File: config.mk
export PLATFORM = sky130hd
export DESIGN_NAME = pipe_ctrl_flat
export DESIGN_NICKNAME = d
export VERILOG_FILES = /design/src/rtl/pipe_ctrl_if.sv /design/src/rtl/pipe_ctrl.sv /design/src/flat_wrapper.sv
export SDC_FILE = /design/constraint.sdc
export NUM_CORES = 1
export LEC_CHECK = 0
export ABC_AREA = 1
export BUFFER_PORTS_ARGS = -buffer_cell sky130_fd_sc_hd__buf_4
export CAP_MARGIN = 20
export CORE_UTILIZATION = 47
export CTS_BUF_LIST = sky130_fd_sc_hd__clkbuf_4
export DETAILED_ROUTE_END_ITERATION = 16
export GPL_TIMING_DRIVEN = 0
export PLACE_DENSITY = 0.82
export SLEW_MARGIN = 40
export SYNTH_ARGS = -nofsm -noshare
export SYNTH_HDL_FRONTEND = slang
export SYNTH_SLANG_ARGS = --single-unit
File: constraint.sdc
create_clock -name clk -period 1.9 [get_ports clk]
set_clock_uncertainty 0.1 [all_clocks]
set_input_delay 0 -clock clk [delete_from_list [all_inputs] [get_ports clk]]
set_output_delay 0 -clock clk [all_outputs]
set_load 0.02 [all_outputs]
File: src/rtl/pipe_ctrl_if.sv
// Handshake bundle between the pipeline stages and pipe_ctrl: stall requests and
// exception request in, stall/flush vectors, PC redirect and watchdog status out.
interface pipe_ctrl_if #(
    parameter int STAGES = 6,
    parameter int CNT_W  = 8
);
    logic [STAGES-1:0] stallreq;
    logic              excp_req;
    logic [31:0]       excp_pc;
    logic              excp_ack;
    logic [STAGES-1:0] stall;
    logic [STAGES-1:0] flush;
    logic              new_pc_valid;
    logic [31:0]       new_pc;
    logic [CNT_W-1:0]  stall_cnt;
    logic              timeout;

    // Pipeline side: raises requests, consumes control
    modport master (
        output stallreq, excp_req, excp_pc,
        input  excp_ack, stall, flush, new_pc_valid, new_pc, stall_cnt, timeout
    );

    // Controller side
    modport slave (
        input  stallreq, excp_req, excp_pc,
        output excp_ack, stall, flush, new_pc_valid, new_pc, stall_cnt, timeout
    );
endinterface

File: src/rtl/pipe_ctrl.sv
// Pipeline control: merges per-stage stall requests, accepts exceptions into a
// one-cycle registered flush + PC redirect, and watches for frontend stall lock-up.
module pipe_ctrl #(
    parameter int STAGES     = 6,
    parameter int EXCP_STAGE = 4,
    parameter int CNT_W      = 8,
    parameter int MAX_STALL  = 255
) (
    input  logic         clk,
    input  logic         rst,
    pipe_ctrl_if.slave   bus
);

    typedef enum logic {IDLE, FLUSH} state_t;

    function automatic logic [STAGES-1:0] low_mask(input int top);
        logic [STAGES-1:0] m;
        m = '0;
        for (int k = 0; k < STAGES; k++) begin
            m[k] = (k <= top);
        end
        return m;
    endfunction

    function automatic logic [CNT_W-1:0] sat_inc(input logic [CNT_W-1:0] v);
        return (v == {CNT_W{1'b1}}) ? v : v + 1'b1;
    endfunction

    localparam logic [STAGES-1:0] FLUSH_MASK = low_mask(EXCP_STAGE);
    localparam logic [CNT_W-1:0]  TO_PRE     = CNT_W'(MAX_STALL - 1);

    state_t            state;
    state_t            state_nxt;
    logic [STAGES-1:0] merge_p0;
    logic [STAGES-1:0] stall_p0;
    logic              upper_req_p0;
    logic              ack_p0;

    logic [STAGES-1:0] flush_p1;
    logic              new_pc_valid_p1;
    logic [31:0]       new_pc_p1;
    logic [CNT_W-1:0]  stall_cnt_p1;
    logic              timeout_p1;

    // Stage p0: a stalled stage holds every stage behind it (lower index)
    always_comb begin
        logic run;
        run      = 1'b0;
        merge_p0 = '0;
        for (int j = STAGES - 1; j >= 0; j--) begin
            run         = run | bus.stallreq[j];
            merge_p0[j] = run;
        end
    end

    assign upper_req_p0 = |bus.stallreq[STAGES-1:EXCP_STAGE];

    always_ff @(posedge clk or negedge rst) begin
        if (!rst) begin
            state <= IDLE;
        end else begin
            state <= state_nxt;
        end
    end

    always_comb begin
        state_nxt = state;
        stall_p0  = '0;
        ack_p0    = 1'b0;
        case (state)
            IDLE: begin
                stall_p0 = merge_p0;
                ack_p0   = bus.excp_req & ~upper_req_p0;
                if (ack_p0) begin
                    state_nxt = FLUSH;
                end
            end
            FLUSH: begin
                state_nxt = IDLE;
            end
        endcase
        // Outputs stay quiet while reset is held so X inputs never propagate
        if (!rst) begin
            stall_p0 = '0;
            ack_p0   = 1'b0;
        end
    end

    // Stage p1: registered redirect and watchdog
    always_ff @(posedge clk or negedge rst) begin
        if (!rst) begin
            flush_p1        <= '0;
            new_pc_valid_p1 <= 1'b0;
            new_pc_p1       <= '0;
            stall_cnt_p1    <= '0;
            timeout_p1      <= 1'b0;
        end else begin
            flush_p1        <= ack_p0 ? FLUSH_MASK : '0;
            new_pc_valid_p1 <= ack_p0;
            if (ack_p0) begin
                new_pc_p1 <= bus.excp_pc;
            end
            stall_cnt_p1    <= stall_p0[0] ? sat_inc(stall_cnt_p1) : '0;
            // Only the MAX_STALL-1 -> MAX_STALL step fires; saturation never revisits it
            timeout_p1      <= stall_p0[0] && (stall_cnt_p1 == TO_PRE);
        end
    end

    assign bus.stall        = stall_p0;
    assign bus.excp_ack     = ack_p0;
    assign bus.flush        = flush_p1;
    assign bus.new_pc_valid = new_pc_valid_p1;
    assign bus.new_pc       = new_pc_p1;
    assign bus.stall_cnt    = stall_cnt_p1;
    assign bus.timeout      = timeout_p1;

endmodule

File: src/flat_wrapper.sv
// flat-port wrapper written by rule: the top's interface ports become plain ports
module pipe_ctrl_flat 
#(
    parameter int STAGES     = 6,
    parameter int EXCP_STAGE = 4,
    parameter int CNT_W      = 8,
    parameter int MAX_STALL  = 255
)
  (clk, rst, bus_stallreq, bus_excp_req, bus_excp_pc, bus_excp_ack, bus_stall, bus_flush, bus_new_pc_valid, bus_new_pc, bus_stall_cnt, bus_timeout);
  pipe_ctrl_if #(.STAGES(STAGES), .CNT_W(CNT_W)) bus_i ();
  input  logic clk;
  input  logic rst;
  input wire logic [$bits(bus_i.stallreq)-1:0] bus_stallreq;
  input wire logic [$bits(bus_i.excp_req)-1:0] bus_excp_req;
  input wire logic [$bits(bus_i.excp_pc)-1:0] bus_excp_pc;
  output wire logic [$bits(bus_i.excp_ack)-1:0] bus_excp_ack;
  output wire logic [$bits(bus_i.stall)-1:0] bus_stall;
  output wire logic [$bits(bus_i.flush)-1:0] bus_flush;
  output wire logic [$bits(bus_i.new_pc_valid)-1:0] bus_new_pc_valid;
  output wire logic [$bits(bus_i.new_pc)-1:0] bus_new_pc;
  output wire logic [$bits(bus_i.stall_cnt)-1:0] bus_stall_cnt;
  output wire logic [$bits(bus_i.timeout)-1:0] bus_timeout;
  assign bus_i.stallreq = bus_stallreq;
  assign bus_i.excp_req = bus_excp_req;
  assign bus_i.excp_pc = bus_excp_pc;
  assign bus_excp_ack = bus_i.excp_ack;
  assign bus_stall = bus_i.stall;
  assign bus_flush = bus_i.flush;
  assign bus_new_pc_valid = bus_i.new_pc_valid;
  assign bus_new_pc = bus_i.new_pc;
  assign bus_stall_cnt = bus_i.stall_cnt;
  assign bus_timeout = bus_i.timeout;
  pipe_ctrl #(.STAGES(STAGES), .EXCP_STAGE(EXCP_STAGE), .CNT_W(CNT_W), .MAX_STALL(MAX_STALL)) u_core (.clk(clk), .rst(rst), .bus(bus_i));
endmodule
==> metrics.yaml <==
power_density_mw_per_mm2: 797.8
area.growth.synth_to_final_pct: 61.34
grt_start_max_net_pins: 46
floorplan.initialDensity_pct: 50.96
routed_wire_length_per_instance_um: 13.19
switching_share_pct: 35.06
cts-root-to-sink-buffers: 2
h_tree_lvls: 2
setup-tns-final_ns: 0
yosys_warnings: 0
worst_hold_path_type: "input port to async pin"
yosysUniqueCellTypes: 21
hold_violations: 0
syn_nets: 281
netlist_area_mm2: 0.001936
chip_width_um: 66.18
grt_setup_unrepaired: "false"
grt_pass1_vias: 2002
place_hpwl_um: 3167
power_frac_clock_pct: 18.3
crit_path_start_kind: "input port"
finalWorstSetupSlack_ns: 0.1758
cts_tree: "built"
final_cell_mix: "nand2_1 (124), buf_4 (99), dfrtp_1 (43), dlygate4sd3_1 (36), inv_1 (21)"
combined_area_of_the_multi_input_logic_cells_um2: 678.2
finalHoldWorstSlack_ns: 0.008069
maxClockFrequency_ghz: 0.5800
core_area_mm2: 0.003799
grt_pass1_wl_um: 8859
groute.usage.overall_pct: 27.59
critical_path_arrival_ns: 1.62
routed_wirelength_um: 5594
cap_viol_max_count: 0
post_cts_buffers: 0
number_of_placement_rows: 22
synth_area_per_cell_um2: 8.133
final_layout_size_suffix_gt1_share_pct: 32.45
mostFrequentLayoutCell: "nand2_1"
number_of_antenna_violations_at_the_first_check_in_global_routing: 0
criticalPathCategory: "input port to output port"
finalWeightedCongestion: 0.8515
timing.reg2reg.setup_slack_ns: 0.41
drtPass1Iterations: 5
synth.yosys.seq_area_share_pct: 55.59
cellLeakagePower_nw: 1.810
finalCritPeriodShare_pct: 90.75
synthDominantAreaCellType: "dfrtp_1"
insertedDiodeCount: 0
worstSetupEndpointType: "output port"
comb_power_share_pct: 34.3
syn-instance-count: 238
layoutNonFillerInstCount: 424
post-synth-top-area-fraction_pct: 55.59
drcViolationCount: 0
cts.reportedPaths.clkPinSlew_ns: 0.12
critPathRequiredTime_ns: 1.80
p_int_w: 0.001618
setup_viol: 0
via_count: 1996
nFillCells: 240
reg2reg_to: "u_core.bus.stall_cnt[1]"
critPathMaxFanout: 45
timing.final.max_slew_violations: 0
die_height_um: 66.18
power_share_of_the_sequential_group_pct: 47.4
cp-startpoint: "rst"
numCtsBuffers: 5
post-route-min-period_ns: 1.724
design.portCount: 96
post-place-cells: 380
vdd.ir_drop.worst_mv: 0.6181
power.net_switching_w: 0.0008736
drt_iter0_drc: 66
clockRootBuffer: "clkbuf_4"
synth_area_leaders: "dfrtp_1 (56%), nand2_1 (24%), inv_1 (4.1%), nor2_1 (2.7%), buf_4 (2.3%)"
cts_sinks: 43
route.antenna.remaining_nets: 0
fin_nets: 418
critical_path.reg2reg.startpoint: "u_core.bus.stall_cnt[0]"
timing.critical_path.to: "bus_stall[0]"
global_route.overflow_total: 0
die-area_mm2: 0.004379
outcome: "complete, no violations"
timing.reg2reg.worst_path_depth: 9
number_of_storage_elements_in_the_synthesis_netlist: 43
regArea_mm2: 0.001076
clk-insertion-delay-late_ns: 0.36
vias_per_cell: 4.708
dp_slack_ns: 0.4271
port-buffer-count: 94
[registers in the layout, indices dropped and copies added (netlist names)]
name,count
u_core.bus.stall_cnt,8
u_core.bus.new_pc,32
u_core.bus.timeout,1
u_core.state,1
u_core.bus.flush,1
[timing repair]
item	in CTS	in global routing
endpoints found under the setup margin	0	5
resized for setup	0	1
hold buffers	36	0
hold endpoints to repair	81	0
[worst min-delay path by stage]
stage	start	endpoint	slack (ns)	cells past startpoint
after floorplan	rst	u_core.bus.flush[3]	-0.40	0
after global placement	rst	u_core.bus.stall_cnt[4]	-0.07	1
after detailed placement	rst	u_core.bus.stall_cnt[4]	-0.07	1
after CTS	bus_stallreq[4]	u_core.bus.new_pc[9]	0.02	7
after global routing	rst	u_core.bus.stall_cnt[0]	0.03	2
final	rst	u_core.bus.stall_cnt[1]	0.008	2
[kinds of logic after synthesis]
logic type	after synthesis	synth area share [%]
other	1	0.1937
flip-flops	43	55.59
AO/OA/AOI/OAI	3	0.9046
XOR/XNOR	3	1.358
adder cells (fa/ha/maj)	2	1.293
buffers and inverters	35	9.372
AND/OR/NAND/NOR	151	31.29
[Yosys cell counts]
cell	instances
xor2_1	3
ha_1	2
or2_2	1
clkinv_2	1
buf_2	3
nor3b_1	1
nand3_1	4
a21oi_1	1
nand2_2	3
inv_2	1
o21ai_0	1
dfrtp_1	43
nor2_4	2
nor2_1	14
nand2_1	124
buf_6	3
inv_1	21
o31ai_1	1
conb_1	1
buf_4	6
nand4_1	2
[layer usage]
layer  GRT usage (%)  part of all wire [%]  up-vias
met2           52.17                    53       82
met3           6.897                   6.8       12
li1                -                     -      974
met1           29.51                    38      928
met4           9.043                   2.3        0
met5               0                     0        -
[power by group through the flow]
stage / combinational (W) / clock [W] / sequential [W]
global placement: 0.000760 / 0 / 0.00118
global route: 0.000917 / 0.000506 / 0.00119
detailed placement: 0.000780 / 0 / 0.00118
floorplan: 0.000201 / 0 / 0.00136
CTS: 0.000835 / 0.000456 / 0.00117
finish: 0.000856 / 0.000456 / 0.00118
[worst max-delay path, stage by stage]
cell	delay, ns
dlygate4sd3_1	0.54
buf_6	0.35
inv_1	0.07
nor2_1	0.21
nand2_1	0.12
nand2_2	0.15
buf_4	0.17
[stage by stage]
stage                     power, W  instance area [um^2]  utilization [%]
after floorplan           0.001560                  1936                -
after global placement    0.001939                  2701            71.11
after detailed placement  0.001957                  2701            71.11
after CTS                 0.002457                  3119            82.11
after global routing      0.002617                  3123            82.21
final                     0.002492                  3123            82.21
[area by class of cell]
cell class	count	share of cell area [%]
repair buffers	130	34.25
inverters	23	2.804
clock buffers	6	1.442
well taps	48	1.923
multi-input cells	160	21.71
flip-flops and latches	43	34.46
plain buffers	12	3.005
clock inverters	2	0.4006
Power figures use the tool's default switching activity.
